===== config.mk =====
export PLATFORM = sky130hd
export DESIGN_NAME = regfile_dump
export DESIGN_NICKNAME = d
export VERILOG_FILES = /design/src/rtl/cpu_dbg_pkg.sv /design/src/rtl/hex_nibble_ascii.sv /design/src/rtl/regfile_dump.sv
export SDC_FILE = /design/constraint.sdc
export NUM_CORES = 1
export LEC_CHECK = 0
export CORE_MARGIN = 3
export CORE_UTILIZATION = 47
export DETAILED_ROUTE_END_ITERATION = 7
export HOLD_SLACK_MARGIN = 0.08
export PLACE_DENSITY = 0.86
export SYNTH_ARGS = -nofsm -noshare
export SYNTH_HDL_FRONTEND = slang
export SYNTH_SLANG_ARGS = --single-unit

===== constraint.sdc =====
create_clock -name clk -period 2.55 [get_ports clk]
set_input_delay 0.6375 -clock clk [delete_from_list [all_inputs] [get_ports clk]]
set_output_delay 0.6375 -clock clk [all_outputs]
set_load 0.01 [all_outputs]

===== src/rtl/cpu_dbg_pkg.sv =====
// Shared types and constants for the CPU debug read-side helpers.
package cpu_dbg_pkg;

    typedef enum logic [2:0] {
        IDLE,
        ADDR,
        LATCH,
        SEND,
        FIN
    } dump_state_e;

    localparam int unsigned REG_ADDR_W = 5;

    localparam logic [7:0] ASCII_0    = 8'h30;
    localparam logic [7:0] ASCII_A_LC = 8'h61;
    localparam logic [7:0] ASCII_LF   = 8'h0A;

    localparam int unsigned BYTES_HEX = 9;
    localparam int unsigned BYTES_RAW = 4;

endpackage


===== src/rtl/hex_nibble_ascii.sv =====
// Converts one nibble to its lowercase ASCII hex character.
module hex_nibble_ascii
    import cpu_dbg_pkg::*;
(
    input  logic [3:0] nibble_i,
    output logic [7:0] ascii_o
);

    // Digits map onto '0'..'9', values 10..15 onto 'a'..'f'.
    always_comb begin
        if (nibble_i < 4'd10) begin
            ascii_o = ASCII_0 + {4'd0, nibble_i};
        end else begin
            ascii_o = ASCII_A_LC + {4'd0, nibble_i} - 8'd10;
        end
    end

endmodule


===== src/rtl/regfile_dump.sv =====
// Walks the register-file debug read port over FIRST_REG..LAST_REG and
// streams each word as hex text or raw bytes over a valid/ready handshake.
module regfile_dump
    import cpu_dbg_pkg::*;
#(
    parameter int unsigned FIRST_REG = 0,
    parameter int unsigned LAST_REG  = 31,
    parameter bit          HEX_ASCII = 1'b1
) (
    input  logic                  clk,
    input  logic                  rst_n,
    input  logic                  start,
    input  logic                  abort,
    output logic [REG_ADDR_W-1:0] dbg_addr,
    input  logic [31:0]           dbg_rdata,
    output logic [7:0]            out_data,
    output logic                  out_valid,
    input  logic                  out_ready,
    output logic                  busy,
    output logic                  done
);

    localparam logic [REG_ADDR_W-1:0] FIRST_ADDR = REG_ADDR_W'(FIRST_REG);
    localparam logic [REG_ADDR_W-1:0] LAST_ADDR  = REG_ADDR_W'(LAST_REG);
    localparam logic [3:0]            LAST_IDX   = HEX_ASCII ? 4'(BYTES_HEX - 1)
                                                             : 4'(BYTES_RAW - 1);

    if (FIRST_REG > LAST_REG || LAST_REG > 31) begin : g_bad_range
        $error("regfile_dump: FIRST_REG/LAST_REG out of range");
    end

    dump_state_e           state_q, state_d;
    logic [REG_ADDR_W-1:0] addr_q,  addr_d;
    logic [31:0]           word_q,  word_d;
    logic [3:0]            idx_q,   idx_d;
    logic [7:0]            data_q,  data_d;
    logic                  valid_q, valid_d;
    logic                  busy_q,  busy_d;
    logic                  done_q,  done_d;

    logic [31:0] sel_word;
    logic [3:0]  sel_idx;
    logic [3:0]  nibble;
    logic [7:0]  nibble_ascii;
    logic [7:0]  next_byte;

    // Byte 0 is taken straight from the read port while latching; later bytes come from the latched word.
    always_comb begin
        sel_word = (state_q == LATCH) ? dbg_rdata : word_q;
        sel_idx  = (state_q == LATCH) ? 4'd0 : idx_q + 4'd1;
    end

    // Nibble select, most significant nibble first.
    always_comb begin
        nibble = '0;
        case (sel_idx[2:0])
            3'd0:    nibble = sel_word[31:28];
            3'd1:    nibble = sel_word[27:24];
            3'd2:    nibble = sel_word[23:20];
            3'd3:    nibble = sel_word[19:16];
            3'd4:    nibble = sel_word[15:12];
            3'd5:    nibble = sel_word[11:8];
            3'd6:    nibble = sel_word[7:4];
            default: nibble = sel_word[3:0];
        endcase
    end

    hex_nibble_ascii u_hex_nibble_ascii (
        .nibble_i (nibble),
        .ascii_o  (nibble_ascii)
    );

    // Output byte mux: hex characters plus line feed, or raw bytes MSB first.
    always_comb begin
        next_byte = '0;
        if (HEX_ASCII) begin
            next_byte = (sel_idx == 4'd8) ? ASCII_LF : nibble_ascii;
        end else begin
            case (sel_idx[1:0])
                2'd0:    next_byte = sel_word[31:24];
                2'd1:    next_byte = sel_word[23:16];
                2'd2:    next_byte = sel_word[15:8];
                default: next_byte = sel_word[7:0];
            endcase
        end
    end

    // Dump sequencer next-state logic; abort overrides every active state.
    always_comb begin
        state_d = state_q;
        addr_d  = addr_q;
        word_d  = word_q;
        idx_d   = idx_q;
        data_d  = data_q;
        valid_d = valid_q;
        busy_d  = busy_q;
        done_d  = 1'b0;

        if (abort && state_q != IDLE) begin
            state_d = IDLE;
            valid_d = 1'b0;
            busy_d  = 1'b0;
            addr_d  = FIRST_ADDR;
        end else begin
            case (state_q)
                IDLE: begin
                    if (start && !abort) begin
                        state_d = ADDR;
                        addr_d  = FIRST_ADDR;
                        busy_d  = 1'b1;
                    end
                end
                ADDR: begin
                    state_d = LATCH;
                end
                LATCH: begin
                    word_d  = dbg_rdata;
                    idx_d   = '0;
                    data_d  = next_byte;
                    valid_d = 1'b1;
                    state_d = SEND;
                end
                SEND: begin
                    if (valid_q && out_ready) begin
                        if (idx_q == LAST_IDX) begin
                            valid_d = 1'b0;
                            if (addr_q == LAST_ADDR) begin
                                state_d = FIN;
                            end else begin
                                addr_d  = addr_q + 5'd1;
                                state_d = ADDR;
                            end
                        end else begin
                            idx_d  = idx_q + 4'd1;
                            data_d = next_byte;
                        end
                    end
                end
                FIN: begin
                    done_d  = 1'b1;
                    busy_d  = 1'b0;
                    state_d = IDLE;
                end
                default: begin
                    state_d = IDLE;
                end
            endcase
        end
    end

    // State and output registers.
    always_ff @(posedge clk or negedge rst_n) begin
        if (!rst_n) begin
            state_q <= IDLE;
            addr_q  <= FIRST_ADDR;
            word_q  <= '0;
            idx_q   <= '0;
            data_q  <= '0;
            valid_q <= 1'b0;
            busy_q  <= 1'b0;
            done_q  <= 1'b0;
        end else begin
            state_q <= state_d;
            addr_q  <= addr_d;
            word_q  <= word_d;
            idx_q   <= idx_d;
            data_q  <= data_d;
            valid_q <= valid_d;
            busy_q  <= busy_d;
            done_q  <= done_d;
        end
    end

    assign dbg_addr  = addr_q;
    assign out_data  = data_q;
    assign out_valid = valid_q;
    assign busy      = busy_q;
    assign done      = done_q;

endmodule


==> reports/qor.txt, run 1 <==
Syn Area/Cell - 10.9 sq um
Max clock buf depth - 2
Most used DFF post-synth - dfrtp_1
Critical Path RT - 2790 ps
Leakage - 1.52 nW
Cell variety after synth - 52
CP Max Fanout - 7
Placed Instance Area - 3510 sq um
CTS tree - done
Worst setup SP type - flop
Final Cell Area - 3670 sq um
Root Buffer - clkbuf_8
Crit path capture type - flop
Reg-to-Reg End - out_data[1]
Minimum clock period - 2400 ps
CTS clk-pin slew, worst paths - 100 ps
Largest net degree at the start of global routing - 34
Post-CTS setup buffers - 0
Io pins - 53
CTS-repair resized insts - 0
CTS buffer count - 5
Cell Pwr Density - 1060 nW/um^2
Final Hold Vio Count - 0
Total power - 3.88 mW
Worst skew pair latency - 310 ps
Starting density of the core - 49.7%
R2R Setup Slk - 150 ps
Die area - 6890 sq um
Vias in the first global route - 2,206
Port Buffer Count - 51
GP Congestion - 0.852
Clock sink count - 54
Register area share after synthesis - 48.5%
Max-cap violations - 0
Netlist Area Pre-Place - 2790 sq um
Final wirelength - 6500 microns
Hold Worst Slack - 315 ps
Synth top area share - 48.5%
Most frequent cells in the layout - dfrtp_1, clkdlybuf4s50_1, mux2_2
Final Setup Violations - 0
Critical R2R Launch - idx_q[0]
Synth area leader - dfrtp_1
Cell count after placement - 384
Post-Syn Instances - 255
ANT cells - 0
Filler cell count - 446
Final #Nets - 362
Vias - 2,213
FFs w/ async S/R, synth - 100%
Share of layout cells above drive strength 1 - 25.2%
Slew Limit Fails - 0
Grt ovf - 0
CP arrival - 2640 ps
Row cnt - 27
Net Count, Synth - 297
Slew margin rel. - 61.0%
Core area - 5610 sq um
Synth warn - 0
Post-synth EDFFs - 0
GRT Total Usage - 19.0%
Via density - 5.63
Hold_buf cts - 0
H-Tree Depth - 2
Die H - 83.0 microns
DRT Pass-1 Iters - 4
HPWL after DPL - 4680 microns
DRC - 0
Worst min path class - primary input to asynchronous set/reset pin
Run status - finished, final reports clean
Synth Register Bits - 54
Ranking of synthesized cells by area - dfrtp_1, mux2_2, o21ai_0
Initial antenna violation count - 0
Most common cell after layout, fill and taps aside - dfrtp_1
Period utilization - 94.1%
Post-layout util - 65.5%
Synth-to-Final Area Change - 31.7%
Final non-filler cell total - 393
DR iter-0 viols - 136
Fmax - 0.417 GHz
Fin Clk Skew - 5.38 ps
Critical Setup Path Class - flop to flop
Peak VDD IR - 0.589 mV
Routed len/inst - 16.5 microns
Least-Margin Pin Slew - 586 ps
Global-route wire length before repair - 10,900 microns
FF-to-FF path depth - 12
Detail Route Antenna Nets - 0
DIE WIDTH - 83.0 microns
stage by stage:
| stage | worst slack [ps] | TNS, ps |
|---|---|---|
| after floorplan | 53.5 | 0 |
| after global placement | 118 | 0 |
| after detailed placement | 21.7 | 0 |
| after CTS | 71.6 | 0 |
| after global routing | -0.0837 | -0.0837 |
| final | 150 | 0 |
critical path: stages, from the launching register on:
cell and delay (ps):
dfrtp_2 420, buf_4 140, clkinv_1 110, ha_4 320, buf_4 150, o311ai_1 90
a21oi_1 140, a21oi_1 70, a21oi_2 210, inv_2 60, ha_1 290, a32o_1 230
a21oi_1 120
layer usage:
metal / wire (microns) / global-route usage [%] / share of wire (%) / vias up
met5: 0 / 0 / 0 / -
met4: 61 / 4.90 / 0.94 / 0
met3: 371 / 3.67 / 5.7 / 6
met2: 3280 / 31.5 / 50 / 79
met1: 2790 / 25.6 / 43 / 1074
li1: - / - / - / 1054
where the power goes:
part           switching, mW  internal, mW
Clock                  0.292         0.295
Combinational          0.867         0.980
Sequential             0.240          1.20
Total                   1.40          2.48
state kept, by name, indices dropped and copies added, names as in the netlist:
name / cells
dbg_addr: 5
state_q: 3
idx_q: 4
busy: 1
out_valid: 1
word_q: 32
done: 1
out_data: 7
area by class of cell:
type	count	area (sq um)	area share [%]
flip-flops and latches	54	1350	36.8
clock inverters	3	43.8	1.19
clock buffers	5	68.8	1.87
multi-input cells	181	1410	38.4
repair buffers	71	681	18.5
inverters	7	26.3	0.716
well taps	72	90.1	2.45
synth_stat cells (2+ instances only):
library cell and number:
nor3_1 6, a21o_1 2, o21ai_1 4, nand2_1 18, buf_2 3, clkbuf_1 10, a211oi_1 2, inv_1 5
nor2b_1 2, nand4_1 5, nand2b_1 4, o21ai_0 19, mux2_2 32, o21a_1 2, a21oi_1 12, or2_2 2
nor2_1 11, a22oi_1 3, nand3_1 12, nand3b_1 2, mux2i_1 6, dfrtp_1 54, ha_1 5, and2_1 2
and3_1 2, mux4_2 2, nor4_1 3
worst max path at each step:
stage / start / to / slack [ps]
floorplan: idx_q[0] / out_data[1] / 50
global placement: abort / out_data[0] / 120
detailed placement: abort / out_data[0] / 20
CTS: idx_q[0] / out_data[1] / 70
global route: idx_q[0] / out_data[1] / -0.08
finish: idx_q[0] / out_data[1] / 150
cells by family (layout without fill, tap and decap cells):
| kind of cell | after synthesis | after routing | synth area share, % |
|---|---|---|---|
| compound gates | 58 | 58 | 14.0 |
| simple gates | 73 | 73 | 13.4 |
| flops | 54 | 54 | 48.5 |
| mux | 40 | 40 | 16.7 |
| xor+xnor | 3 | 4 | 1.89 |
| other cells | 1 | 1 | 0.135 |
| buf+inv | 21 | 86 | 3.10 |
| fa+ha+maj | 5 | 5 | 2.24 |
No activity file was read; power rests on OpenSTA's default activity.
==> run 2: changes to the inputs <==
Settings changed: ABC_CLOCK_PERIOD_IN_PS set to 2550.
==> results of run 2 <==
Final layout, timing and power as in run 1 (identical DEF).
==> edit 1 (config.mk and constraints of run 2) <==
`FIRST_REG`: 0 -> 1.
--- a/src/rtl/regfile_dump.sv
+++ b/src/rtl/regfile_dump.sv
@@ -3,7 +3,7 @@
 module regfile_dump
     import cpu_dbg_pkg::*;
 #(
-    parameter int unsigned FIRST_REG = 0,
+    parameter int unsigned FIRST_REG = 1,
     parameter int unsigned LAST_REG  = 31,
     parameter bit          HEX_ASCII = 1'b1
 ) (
Behaviour: not the same (Yosys sat finds a counterexample within 4 cycles, from zero or initial values and one cycle with rst_n low).
==> edit 1 against run 2 <==
  * Core utilization shrank 0.66 points
  * Area after synthesis grew 0.81%
  * Setup slack lost 0.016 ns
  * Power shrank 2.2%
  * Routed wire length decreased by 6.4%
  * Sequential cell count did not move
  * Final cell count unchanged
  * Die area grew 0.75%
  * Sequential share of layout area rose by 0.15 points
  * Count of clock-buffer cells in the layout rose by 2
  * Cell area decreased by 0.41%
  * Critical path type unchanged
  * Largest cell class unchanged
==> edit 1: results (changes against run 2) <==
| Metric | Value |
|---|---|
| Total wire length | 6080 um (-6.4%) |
| Layout cells sized above 1 | 24.3% (-0.93 points) |
| Worst VDD drop | 564 uV (-4.4%) |
| Clock skew | 0.00889 ns (+0.00351 ns) |
| Outcome | complete, no violations |
| GRT Total Usage | 17.9% (-1.1 points) |
| Commonest cells post-synth | dfrtp_1, mux2_2, nand2_1 |
| Worst-Margin Slew | 0.585 ns (-0.000659 ns) |
| Yosys cell types | 56 (+7.7%) |
| Ys async rst share | 100% (unchanged) |
| Met2 wire length | 3070 um (-6.2%) |
| Leakage | 0.00154 uW (+1.3%) |
| Nets | 362 (unchanged) |
| Post-synthesis sequential area ratio | 48.1% (-0.34 points) |
| Maximum fanout along the worst path | 13 (+6) |
| Gpl congestion | 0.831 (-2.6%) |
| Post-Synthesis Cells | 256 (+0.39%) |
| Post-DP HPWL | 4530 um (-3.3%) |
| Number of global-route vias before repair | 2,170 (-1.6%) |
| Max reg flops | 32 (unchanged) |
| DR vias/cell | 5.56 (-1.2%) |
| Dpl cells | 385 (+0.26%) |
| Worst path arrival time | 2.64 ns (about the same) |
| Synthesized Nets | 298 (+0.34%) |
| Routed length on met3 | 272 um (-27%) |
| Initial drt markers | 81 (-40%) |
| Top post-synthesis cells by area | dfrtp_1, mux2_2, o21ai_0, nand2_1, mux2i_1 |
| First-pass GRT wire length | 10,200 um (-6.1%) |
| Met1 Wirelength | 2610 um (-6.2%) |
| Placed inst area | 0.00350 mm^2 (-0.25%) |
| Wirelength per Cell | 15.5 um (-6.4%) |
| Clk buf depth | 2 (unchanged) |
| Pin count of the biggest net entering global routing | 35 (+2.9%) |
| H-Tree Depth | 2 (unchanged) |
==> edit 1: changes by cell type in the layout (fill, tap and decap cells not counted), sizes merged, moves of 3 or more <==
cell	run 2	this run
a21oi	13	7
nor2	11	14
a31oi	1	7
and3	2	6
nand2	18	24
nand4	5	1
a22oi	3	0
nand3	12	5
nor4	3	0
==> edit 1: repair_timing <==
| item | in CTS | in global routing |
|---|---|---|
| hold buffers | 0 | 0 |
| gates resized for setup | 1 | 7 |
| setup endpoints to repair | 1 | 4 |
==> edit 1: path summary, 6_finish.rpt <==
| check | startpoint | endpoint | slack, ns | depth (start not counted) |
|---|---|---|---|---|
| setup / recovery | idx_q[0] | out_data[1] | 0.13 | 9 |
| hold / removal | rst_n | word_q[8] | 0.32 | 1 |
| setup reg to reg | idx_q[0] | out_data[1] | 0.13 | 9 |
| hold reg to reg | dbg_addr[3] | dbg_addr[3] | 0.49 | 1 |
| max in group asynchronous | rst_n | dbg_addr[0] | 1.61 | 2 |
| min in group clk | dbg_addr[3] | dbg_addr[3] | 0.49 | 1 |
==> edit 1: area by class of cell <==
class	count	area (um^2)
clock inverters	1	30.0
inverters	8	30.0
fillers	428	1990
clock buffers	7	86.3
well taps	72	90.1
repair buffers	69	666
flip-flops and latches	54	1350
multi-input cells	182	1400
==> edit 1: per-layer routing <==
| metal | up-vias | track usage, % |
|---|---|---|
| li1 | 1052 | - |
| met1 | 1062 | 23.6 |
| met2 | 56 | 29.4 |
| met3 | 17 | 3.67 |
| met4 | 0 | 5.79 |
| met5 | - | 0 |
==> edit 1: logic make-up (layout without fill, tap and decap cells) <==
kind of cell,after synthesis,after routing,synth area share (%)
AOI/OAI and AO/OA,59,59,15.6
muxes,38,38,14.9
buffers and inverters,20,85,3.43
and+or+nand+nor,75,75,13.8
adders and majority gates,5,5,2.23
DFF,54,54,48.1
xor gates and xnor gates,4,4,1.78
other,1,1,0.133
==> edit 1: through the flow <==
stage	power, uW	util (%)	worst slack [ns]	hold slack, ns
global placement	3090	62.1	0.118	0.468
detailed placement	3180	62.1	0.0146	0.482
CTS	3780	64.2	0.0329	0.338
finish	3790	64.8	0.134	0.319
floorplan	2550	-	0.157	0.342
global route	4060	64.8	0.0144	0.359
==> edit 1: critical path, stage by stage (launching register included) <==
cell and delay (ns):
dfrtp_1 0.43, ha_2 0.27, xor2_2 0.18, buf_4 0.20, a211oi_1 0.27, o32ai_2 0.14, o21ai_2 0.22, ha_2 0.31
a31o_1 0.16, a31oi_1 0.15
==> edit 1: power breakdown <==
| group | total [uW] | leakage, uW | internal (uW) | switching (uW) |
|---|---|---|---|---|
| Clock | 598 | 0.0000585 | 320 | 278 |
| Combinational | 1770 | 0.000816 | 940 | 835 |
| Sequential | 1420 | 0.000668 | 1210 | 212 |
==> edit 2 (config.mk and constraints of run 2) <==
Made on the original files. Compare `idx_q` against `LAST_IDX` with >= in place of ==.
--- a/src/rtl/regfile_dump.sv
+++ b/src/rtl/regfile_dump.sv
@@ -122,7 +122,7 @@
                 end
                 SEND: begin
                     if (valid_q && out_ready) begin
-                        if (idx_q == LAST_IDX) begin
+                        if (idx_q >= LAST_IDX) begin
                             valid_d = 1'b0;
                             if (addr_q == LAST_ADDR) begin
                                 state_d = FIN;
Behaviour: no difference found for any inputs over 10 cycles, from zero or initial values and one cycle with rst_n low; that may be too few to reach the edited logic, so the function may still have changed.
==> edit 2 against run 2 <==
  * Routed wire length barely moved
  * Cell area fell by 1.9%
  * Die area is essentially flat
  * Power shrank 3.1%
  * Area after synthesis is essentially flat
  * Critical path type unchanged
  * Highest routed layer unchanged
  * Critical path depth fell by 2
  * Setup slack got worse by 0.067 ns
  * Sequential cell count is the same
==> edit 2: results (changes against run 2) <==
| Metric | Value |
|---|---|
| Top post-synthesis cells by area | dfrtp_1, mux2_2, o21ai_0, nand2_1, ha_1 |
| GRT Total Usage | 19.4% (+0.38 points) |
| Met2 usage | 32.1% (+0.58 points) |
| Layout cells sized above 1 | 24.2% (-1.0 points) |
| Initial drt markers | 127 (-6.6%) |
| Synthesized Nets | 304 (+2.4%) |
| Average size of a mapped cell | 10.6 um^2 (-2.6%) |
| Setup Buffers After CTS | 0 (unchanged) |
| PortBufs | 51 (unchanged) |
| Cells on worst reg2reg path | 10 (-2) |
| Worst VDD drop | 522 uV (-11%) |
| Total wire length | 6490 um (about the same) |
| Worst-Margin Slew | 0.659 ns (+0.0731 ns) |
| Clk buf depth | 2 (unchanged) |
| Max reg flops | 32 (unchanged) |
| Clock skew | 0.0101 ns (+0.00470 ns) |
| Post-DP HPWL | 4790 um (+2.4%) |
| Yosys cell types | 53 (+1.9%) |
| Largest register by flop count | word_q |
| Post-synthesis sequential area ratio | 48.5% (about the same) |
| Gpl congestion | 0.849 (-0.35%) |
| Filler cell count | 435 (-2.5%) |
| Outcome | complete, no violations |
| Worst path arrival time | 2.67 ns (+0.03 ns) |
| Psw | 1410 uW (+0.48%) |
| Met1 Use GR | 24.5% (-1.1 points) |
| Commonest cells post-synth | dfrtp_1, mux2_2, nand2_1 |
| Maximum fanout along the worst path | 20 (+13) |
| Met3 GRT Util | 5.46% (+1.8 points) |
| First-pass GRT wire length | 10,900 um (+0.19%) |
| Post-Layout Cell Count | 398 (+1.3%) |
| Leakage | 0.00149 uW (-2.3%) |
| Pin count of the biggest net entering global routing | 35 (+2.9%) |
| DR vias/cell | 5.75 (+2.0%) |
| Nets | 367 (+1.4%) |
| Dpl cells | 390 (+1.6%) |
| Number of global-route vias before repair | 2,296 (+4.1%) |
edit 2: cell count changes after synthesis, sizes merged, moves of 4 or more:
cell,before,now
a21oi,13,9
buf,4,10
clkbuf,10,5
mux2,32,36
mux2i,6,2
nand2,18,24
nor2,11,16
o211ai,1,5
edit 2: what timing repair did:
action                     4_1_cts  5_1_grt
setup endpoints to repair        1        6
pin swaps                        0        4
gates resized for setup          1        9
edit 2: worst paths after layout:
check,from,endpoint,slack [ns]
worst max-delay path,idx_q[0],out_data[2],0.08
worst min-delay path,rst_n,word_q[12],0.34
worst max register to register,idx_q[0],out_data[2],0.08
worst min register to register,out_data[5],out_data[5],0.49
max in group asynchronous,rst_n,out_data[1],1.63
min in group clk,out_data[5],out_data[5],0.49
edit 2: final cells by class:
| type | count | share of cell area (%) |
|---|---|---|
| multi-input cells | 185 | 37.6 |
| flip-flops and latches | 54 | 37.5 |
| inverters | 8 | 0.834 |
| clock buffers | 7 | 2.40 |
| clock inverters | 1 | 0.139 |
| repair buffers | 71 | 19.0 |
| well taps | 72 | 2.50 |
edit 2: power groups by stage:
stage	combinational (uW)	clock [uW]	sequential, uW
6_report	1800	499	1450
2_1_floorplan	1180	0	1410
3_3_place_gp	1660	0	1440
5_1_grt	1970	547	1500
3_5_place_dp	1740	0	1460
4_1_cts	1760	510	1450
edit 2: stage by stage:
step / power [uW] / instance area (um^2) / utilization [%] / setup slack [ns]
after detailed placement: 3200 / 3480 / 62.1 / 0.0227
after CTS: 3720 / 3570 / 63.7 / 0.0435
after global routing: 4020 / 3600 / 64.2 / 0.000442
after floorplan: 2580 / 2790 / - / 0.0221
after global placement: 3100 / 3480 / 62.1 / 0.0901
final: 3760 / 3600 / 64.2 / 0.0830
edit 2: kinds of logic after synthesis:
family / count (synthesis) / share of synthesized area [%]
DFF: 54 / 48.5
adders and majority gates: 5 / 2.24
xor gates and xnor gates: 3 / 1.21
AOI/OAI and AO/OA: 63 / 15.3
other: 1 / 0.134
muxes: 38 / 15.3
buffers and inverters: 23 / 4.17
and+or+nand+nor: 75 / 13.2
edit 2: worst max-delay path, stage by stage, from the launching register on:
cell and delay (ns):
dfrtp_1 0.41, inv_2 0.08, ha_1 0.33, buf_6 0.18, nor2_1 0.17, a221o_1 0.20, o21ai_0 0.10, a41oi_1 0.35
o21ai_2 0.15, a211o_1 0.31, o311ai_1 0.09
edit 2: routing by layer:
| layer | share of wire (%) | routed length, um |
|---|---|---|
| met2 | 49 | 3190 |
| met4 | 2.0 | 131 |
| met5 | 0 | 0 |
| met1 | 42 | 2740 |
| met3 | 6.6 | 429 |
